`src/rtl/aibnd_sigbuf_arb.sv`:
```
// Round-robin owner arbiter for the shared sideband signal buffer, with minimum
// tenure and a break-before-make gap. Optional forced release: AIBND_SIGBUF_ARB_TIMEOUT_EN.
module aibnd_sigbuf_arb #(
  parameter int   NREQ       = 4,
  parameter int   MIN_HOLD   = 4,
  parameter int   GAP_CYC    = 2,
  parameter logic IDLE_VAL   = 1'b0,
  parameter int   MAX_TENURE = 64,
  localparam int  IW         = $clog2(NREQ)
) (
  input  logic            clk,
  input  logic            rst_n,
  input  logic [NREQ-1:0] req,
  input  logic [NREQ-1:0] sig_in,
  output logic [NREQ-1:0] gnt,
  output logic            sig_out,
  output logic            busy,
  output logic [IW-1:0]   owner_id
`ifdef AIBND_SIGBUF_ARB_TIMEOUT_EN
  ,
  output logic            tmo_evt
`endif
);

  typedef enum logic [1:0] {S_IDLE, S_GRANT, S_GAP} state_t;

  localparam logic [7:0] HOLD_MAX = 8'(MIN_HOLD);
  localparam logic [7:0] GAP_MAX  = 8'(GAP_CYC);

  state_t          state, state_nx;
  logic [NREQ-1:0] gnt_nx;
  logic            sig_nx, busy_nx;
  logic [IW-1:0]   owner_nx, ptr, ptr_nx, pick;
  logic [IW:0]     idx;
  logic            found;
  logic [7:0]      hold_cnt, hold_nx, gap_cnt, gap_nx;
  logic            force_rel;

`ifdef AIBND_SIGBUF_ARB_TIMEOUT_EN
  logic [15:0] ten_cnt, ten_nx;
  logic        tmo_nx;
  // Forced release only matters when someone else is waiting for the path.
  assign force_rel = (ten_cnt >= 16'(MAX_TENURE)) && (|(req & ~gnt));
`else
  assign force_rel = 1'b0;
`endif

  // Rotating search starting at ptr; the sum never exceeds 2*NREQ-2 so one subtract wraps it.
  always_comb begin
    found = 1'b0;
    pick  = '0;
    idx   = '0;
    for (int i = 0; i < NREQ; i++) begin
      idx = {1'b0, ptr} + (IW+1)'(i);
      if (idx >= (IW+1)'(NREQ)) idx = idx - (IW+1)'(NREQ);
      if (!found && req[idx[IW-1:0]]) begin
        found = 1'b1;
        pick  = idx[IW-1:0];
      end
    end
  end

  always_comb begin
    state_nx = state;
    gnt_nx   = gnt;
    sig_nx   = sig_out;
    owner_nx = owner_id;
    ptr_nx   = ptr;
    hold_nx  = hold_cnt;
    gap_nx   = gap_cnt;
`ifdef AIBND_SIGBUF_ARB_TIMEOUT_EN
    ten_nx   = ten_cnt;
    tmo_nx   = tmo_evt;
`endif
    case (state)
      S_IDLE: begin
        if (found) begin
          state_nx     = S_GRANT;
          gnt_nx       = '0;
          gnt_nx[pick] = 1'b1;
          owner_nx     = pick;
          ptr_nx       = (pick == IW'(NREQ-1)) ? '0 : pick + 1'b1;
          hold_nx      = 8'd1;
          sig_nx       = sig_in[pick];
`ifdef AIBND_SIGBUF_ARB_TIMEOUT_EN
          ten_nx       = 16'd1;
          tmo_nx       = 1'b0;
`endif
        end
      end
      S_GRANT: begin
        sig_nx = sig_in[owner_id];
        if (hold_cnt < HOLD_MAX) hold_nx = hold_cnt + 8'd1;
`ifdef AIBND_SIGBUF_ARB_TIMEOUT_EN
        if (ten_cnt < 16'(MAX_TENURE)) ten_nx = ten_cnt + 16'd1;
        if (force_rel && req[owner_id]) tmo_nx = 1'b1;
`endif
        if ((!req[owner_id] && hold_cnt >= HOLD_MAX) || force_rel) begin
          state_nx = S_GAP;
          gnt_nx   = '0;
          sig_nx   = IDLE_VAL;
          gap_nx   = 8'd1;
        end
      end
      S_GAP: begin
        sig_nx = IDLE_VAL;
        if (gap_cnt >= GAP_MAX) state_nx = S_IDLE;
        else gap_nx = gap_cnt + 8'd1;
      end
      default: state_nx = S_IDLE;
    endcase
    busy_nx = (state_nx != S_IDLE);
  end

  always_ff @(posedge clk or negedge rst_n) begin
    if (!rst_n) begin
      state    <= S_IDLE;
      gnt      <= '0;
      sig_out  <= IDLE_VAL;
      busy     <= 1'b0;
      owner_id <= '0;
      ptr      <= '0;
      hold_cnt <= '0;
      gap_cnt  <= '0;
`ifdef AIBND_SIGBUF_ARB_TIMEOUT_EN
      ten_cnt  <= '0;
      tmo_evt  <= 1'b0;
`endif
    end else begin
      state    <= state_nx;
      gnt      <= gnt_nx;
      sig_out  <= sig_nx;
      busy     <= busy_nx;
      owner_id <= owner_nx;
      ptr      <= ptr_nx;
      hold_cnt <= hold_nx;
      gap_cnt  <= gap_nx;
`ifdef AIBND_SIGBUF_ARB_TIMEOUT_EN
      ten_cnt  <= ten_nx;
      tmo_evt  <= tmo_nx;
`endif
    end
  end

endmodule
```
`config.mk`:
```
export PLATFORM = sky130hd
export DESIGN_NAME = aibnd_sigbuf_arb
export DESIGN_NICKNAME = d
export VERILOG_FILES = /design/src/rtl/aibnd_sigbuf_arb.sv
export SDC_FILE = /design/constraint.sdc
export NUM_CORES = 1
export LEC_CHECK = 0
export BUFFER_PORTS_ARGS = -buffer_cell sky130_fd_sc_hd__buf_2
export CAP_MARGIN = 40
export CELL_PAD_IN_SITES_DETAIL_PLACEMENT = 0
export CELL_PAD_IN_SITES_GLOBAL_PLACEMENT = 2
export CORE_ASPECT_RATIO = 1.1
export CORE_MARGIN = 3
export CORE_UTILIZATION = 36
export CTS_CLUSTER_DIAMETER = 120
export DETAILED_ROUTE_END_ITERATION = 6
export PLACE_DENSITY = 0.82
export SLEW_MARGIN = 20
export SYNTH_ARGS = -nofsm -noshare
export SYNTH_HDL_FRONTEND = slang
export SYNTH_SLANG_ARGS = --single-unit
```
`constraint.sdc`:
```
create_clock -name clk -period 2.4 [get_ports clk]
set_clock_uncertainty 0.1 [all_clocks]
set_input_delay 0.48 -clock clk [delete_from_list [all_inputs] [get_ports clk]]
set_output_delay 0.48 -clock clk [all_outputs]
set_load 0.02 [all_outputs]
```
==> flow_summary.toml, run 1 <==
[logic_synthesis]
synth-edff-count = 0
synthArstFlopShare = 1.000
syn-num-nets = 186
synth_xor_area_frac = 0
synth.top_cell.area_share = 0.4403
yosysWarnings = 0
syn_area_um2 = 1592
synth_seq_cells = 28
synthSimpleGateAreaFrac = 0.2060
yosysTopAreaCell = "dfrtp_1"
avgSynthCellArea_um2 = 9.704
yosysUniqueCellTypes = 40
synth_commonest_cells = "dfrtp_1, nor2_1, inv_1"
syn_inst = 164
synthMuxAreaShare = 0.03066
synth_fa_ha_area_frac = 0.09434
synth_ff_type = "dfrtp_1"
synth_compound_area_frac = 0.1816
ys_seq_area_frac = 0.4403
synth_most_common_cell = "dfrtp_1"
synthTopCellsByArea = "dfrtp_1, ha_1, nor2_1, a21oi_1, a31oi_1"
synth_top_family_by_area = "simple AND/OR/NAND/NOR gates"

[place]
port_buffers = 17
dp_hpwl_mm = 2.625
place_inst = 235
gp_congestion = 0.7525

[grt]
grt_pass1_wl_mm = 5.802
grt_max_degree = 29
track_usage = 0.1363
grt_pass1_vias = 1257
gr-total-overflow = 0
antenna_found_initial = 0

[sta]
fin_tns_setup_ns = 0
fmax_mhz = 460.0
worst_slew_pin_slew_ns = 0.6656
fin_crit_ns = 2.174
period_share = 0.9057
finalHoldViolCount = 0
finalSetupViolations = 0
slew_headroom = 0.5528
rsz0062_at_grt = "false"
final-max-slew-violation-count = 0

[pwr]
power_density_nw_per_um2 = 1176
leakage_nw = 0.8836
irDropWorstVdd_uv = 455.6

[route]
route.detailed.wl_per_inst_um = 14.35
dr.pass1.iters = 4
vias_per_cell = 5.268
routed_wl_mm = 3.430
drc_errors = 0
num_vias = 1259
first_iter_violations = 66
ant_nets = 0

[final_layout]
final-seq-area_um2 = 700.7
diodes = 0
syn2layout_area_growth_pct = 13.60
fillCellCount = 426
nNetsFinal = 210
drive_gt1_frac = 0.1765
multi_input_area_um2 = 815.8
final_core_util = 0.4395
fin_cells = 239

[clocking]
cts_tree = "done"
clock-root-buffer = "clkbuf_8"
cts.sinks = 28
cts_inserted_buffers = 3
clock_latency_ns = 0.27
cts_buffer_depth = 2
ctsResizeCount = 0
clkTransAtPathRegs_ns = 0.09
cts_setup_buffers = 0
h-tree-depth = 1
cts_hold_buf = 0

[floorplanning]
dieHeight_um = 75.74
core-area_um2 = 4114
fp.dieW_um = 69.40
die-area_um2 = 5256
rows = 24
ios = 18
start_util = 0.3869

[critical_path]
crit_arrival_ns = 2.28
critical_path_class = "flop to flop"
startpoint_type = "flop"
worstPathRequired_ns = 2.50
end_kind = "flop"
worstRegToRegCells = 6
path_max_fanout = 14

[outcome]
outcome = "finished clean"

[worst_hold_path]
hold_path.class = "primary input to async pin"

[flow_run]
drv_cap = 0
## final timing paths
kind | startpoint | end | slack, ns
min in group clk | gnt[2] | gnt[2] | 0.41
setup / recovery | state[0] | hold_cnt[7] | 0.23
hold / removal | rst_n | gap_cnt[1] | 0.12
max in group asynchronous | rst_n | hold_cnt[2] | 1.67
hold reg to reg | gnt[2] | gnt[2] | 0.41
setup reg to reg | state[0] | hold_cnt[7] | 0.23
## placed cells by master (no fill, tap or decap), types with 4 or more instances in the layout
cell      netlist  routed
nand2b_1        4       4
nor2b_1         8       8
buf_2           0      17
ha_1           12      12
o21ai_0         8       8
a21oi_1        10      10
inv_1          13      13
nand2_1        10      10
dfrtp_1        28      28
clkbuf_8        0       4
buf_4           0       5
a31oi_1         8       8
nor2_1         23      23
## worst max-delay path: stages (launching register included)
cell and delay, ns:
dfrtp_1 0.42, inv_1 0.09, ha_1 0.37, and2_1 0.25
nor3_1 0.58, a31oi_1 0.18, nor2_1 0.12
## flip-flops by register name, indices dropped and copies added (netlist names)
signal and cells:
ptr 2, gap_cnt 8, gnt 4, state 2
owner_id 2, hold_cnt 8, busy 1, sig_out 1
## kinds of logic (layout without fill, tap and decap cells)
family | Yosys count | after routing
AOI/OAI and AO/OA | 42 | 42
adders and majority gates | 12 | 12
buffers and inverters | 16 | 39
DFF | 28 | 28
muxes | 2 | 2
and+or+nand+nor | 64 | 64
## through the flow
stage / power, W / worst slack, ns / hold WS (ns) / area, µm²
4_1_cts: 0.002153 / 0.2246 / 0.1407 / 1808
5_1_grt: 0.002317 / 0.06514 / 0.1698 / 1808
6_report: 0.002127 / 0.2262 / 0.1228 / 1808
2_1_floorplan: 0.001558 / 0.4717 / 0.08441 / 1592
3_5_place_dp: 0.001850 / 0.2052 / 0.3914 / 1753
3_3_place_gp: 0.001818 / 0.2631 / 0.3826 / 1753
## routing by layer
layer	GRT usage	part of all wire	up-vias
met4	0.03254	0.0055	0
met2	0.2532	0.50	15
met3	0.01979	0.020	2
met5	0	0	-
li1	-	-	622
met1	0.1698	0.47	620
## cell type report
type | instances | share of cell area
Clock buffer | 4 | 0.03045
Inverter | 13 | 0.02699
Multi-Input combinational cell | 120 | 0.4512
Sequential cell | 28 | 0.3875
Tap cell | 52 | 0.03599
Timing Repair Buffer | 22 | 0.06782
## power breakdown
group	internal, W	switching [W]	total [W]
Sequential	0.000610	0.000125	0.000734
Combinational	0.000419	0.000686	0.00110
Clock	0.000147	0.000141	0.000288
Note: power is estimated with default switching activity, not from simulation.
==> run 2, diff against run 1 <==
==> constraint.sdc (replaced) <==
create_clock -name clk -period 2.4 [get_ports clk]
set_clock_uncertainty 0.1 [all_clocks]
set_input_delay 0.48 -clock clk [delete_from_list [all_inputs] [get_ports clk]]
set_output_delay 0.48 -clock clk [all_outputs]
set_load 0.1 [all_outputs]
==> run 2 against run 1 <==
Net effect: register-to-register slack is essentially flat; wire length shrank 1.9%; non-clock buffer count is the same; sequential power is essentially flat; cell count is the same; sequential share of layout area shrank 0.30 points; global-route usage shrank 0.23 points; via count grew 0.71%; core utilization grew 0.43 points; hold slack lost 0.014 ns; count of clock-buffer cells in the layout shrank 1; critical path type unchanged.
==> flow_summary.toml, run 2 (synthesis gave the netlist of run 1 again) <==
[outcome]
outcome = "finished clean"

[clocking]
cts_setup_buffers = 0
cts_tree = "done"
cts_inserted_buffers = 3
clock-root-buffer = "clkbuf_8"
cts_hold_buf = 0
clkTransAtPathRegs_ns = 0.10
cts_buffer_depth = 2
clock_latency_ns = 0.27
h-tree-depth = 1
ctsResizeCount = 0
cts.sinks = 28

[final_layout]
layout_common_cells = "dfrtp_1, nor2_1, buf_2"
drive_gt1_frac = 0.1818
final_common_cell = "dfrtp_1"
syn2layout_area_growth_pct = 14.70
nNetsFinal = 210
fin_cells = 239
largestRegisters = "gap_cnt: 8 flops, hold_cnt: 8 flops, gnt: 4 flops"
diodes = 0

[floorplanning]
start_util = 0.3869
die-area_um2 = 5256
fp.dieW_um = 69.40
rows = 24
dieHeight_um = 75.74
ios = 18
core-area_um2 = 4114

[critical_path]
worstRegToRegCells = 6
r2r_start = "state[0]"
critPathTopFamily = "simple AND/OR/NAND/NOR gates"
slowest_stage = "nor3_1"
worstPathRequired_ns = 2.51
path_cells = "inv_1 -> ha_1 -> and2_1 -> nor3_1 -> a31oi_1 -> nor2_1"
startpoint_type = "flop"
r2r_slack_ns = 0.24
regToRegEndpoint = "hold_cnt[7]"
end_kind = "flop"
crit_arrival_ns = 2.27
critical_path_class = "flop to flop"
crit_buf_inv = 1
max_stage_delay_ns = 0.57
path_max_fanout = 14

[pwr]
power_frac_seq = 0.290
irDropWorstVdd_uv = 544.9
power_switching_share = 0.5051
switchingPower_w = 0.001279
pwr-share-clk = 0.147
power_density_nw_per_um2 = 1387
leakage_nw = 0.8893
combPwrFrac = 0.563
intPower_w = 0.001254

[sta]
finalWorstSetupSlack_ns = 0.2363
rsz0062_at_grt = "false"
finalHoldViolCount = 0
fin_crit_ns = 2.164
holdWs_ns = 0.1086
fmax_mhz = 462.2
slew_headroom = 0.5571
fin_tns_setup_ns = 0
finalSetupViolations = 0
final-max-slew-violation-count = 0
period_share = 0.9015
worst_slew_pin_slew_ns = 0.6592

[grt]
grt_pass1_wl_mm = 5.671
gr-total-overflow = 0
grt_max_degree = 29
antenna_found_initial = 0
track_usage = 0.1341
grt_pass1_vias = 1275

[route]
vias_per_cell = 5.305
routed_wl_mm = 3.364
route.detailed.wl_per_inst_um = 14.08
first_iter_violations = 34
ant_nets = 0
dr.pass1.iters = 4
drc_errors = 0
num_vias = 1268

[worst_hold_path]
hold_path.class = "primary input to async pin"

[place]
place_inst = 235
dp_hpwl_mm = 2.603
gp_congestion = 0.7397
port_buffers = 17
dp_slack_ns = 0.2123

[flow_run]
drv_cap = 0
==> run 2: cell count changes in the layout (fill, tap and decap cells not counted) <==
cell,previous run,this run
dfrtp_2,0,1
clkbuf_8,4,3
dfrtp_1,28,27
bufinv_16,0,1
==> run 2: worst max path at each step <==
stage	start	endpoint	cells after the start	slack, ns
4_1_cts	state[0]	gap_cnt[0]	8	0.22
2_1_floorplan	owner_id[0]	gap_cnt[0]	6	0.18
6_report	state[0]	hold_cnt[7]	6	0.24
5_1_grt	state[0]	gap_cnt[0]	8	0.01
3_3_place_gp	req[3]	gap_cnt[0]	7	0.26
3_5_place_dp	req[3]	gap_cnt[0]	7	0.21
==> run 2: final cells by class <==
class	instances	area [µm²]
clock buffers	3	41.29
well taps	52	65.06
inverters	13	48.80
clock inverters	1	30.03
flip-flops and latches	28	701.9
multi-input cells	120	815.8
repair buffers	22	122.6
fillers	431	2288
==> run 2: through the flow <==
| stage | util | power (W) | cell area (µm²) |
|---|---|---|---|
| 4_1_cts | 0.4437 | 0.002559 | 1826 |
| 6_report | 0.4437 | 0.002533 | 1826 |
| 3_3_place_gp | 0.4264 | 0.002141 | 1754 |
| 3_5_place_dp | 0.4264 | 0.002177 | 1754 |
| 2_1_floorplan | - | 0.001875 | 1593 |
| 5_1_grt | 0.4437 | 0.002713 | 1826 |
==> run 2: worst register-to-register path, cell delays in order, from the launching register on <==
cell	delay, ns
dfrtp_1	0.42
inv_1	0.08
ha_1	0.37
and2_1	0.25
nor3_1	0.57
a31oi_1	0.19
nor2_1	0.11
==> run 2: power by group through the flow <==
| stage | combinational (W) | clock [W] | sequential, W |
|---|---|---|---|
| 6_report | 0.00143 | 0.000373 | 0.000733 |
| 4_1_cts | 0.00144 | 0.000384 | 0.000736 |
| 2_1_floorplan | 0.000779 | 0 | 0.00110 |
| 3_3_place_gp | 0.00140 | 0 | 0.000739 |
| 5_1_grt | 0.00156 | 0.000397 | 0.000754 |
| 3_5_place_dp | 0.00143 | 0 | 0.000746 |
==> run 2: metal layers <==
layer / global-route usage / up-vias / share of wire
met5: 0 / - / 0
met4: 0.04555 / 0 / 0.0062
met1: 0.1700 / 633 / 0.46
met2: 0.2394 / 7 / 0.52
met3: 0.01847 / 2 / 0.017
li1: - / 626 / -
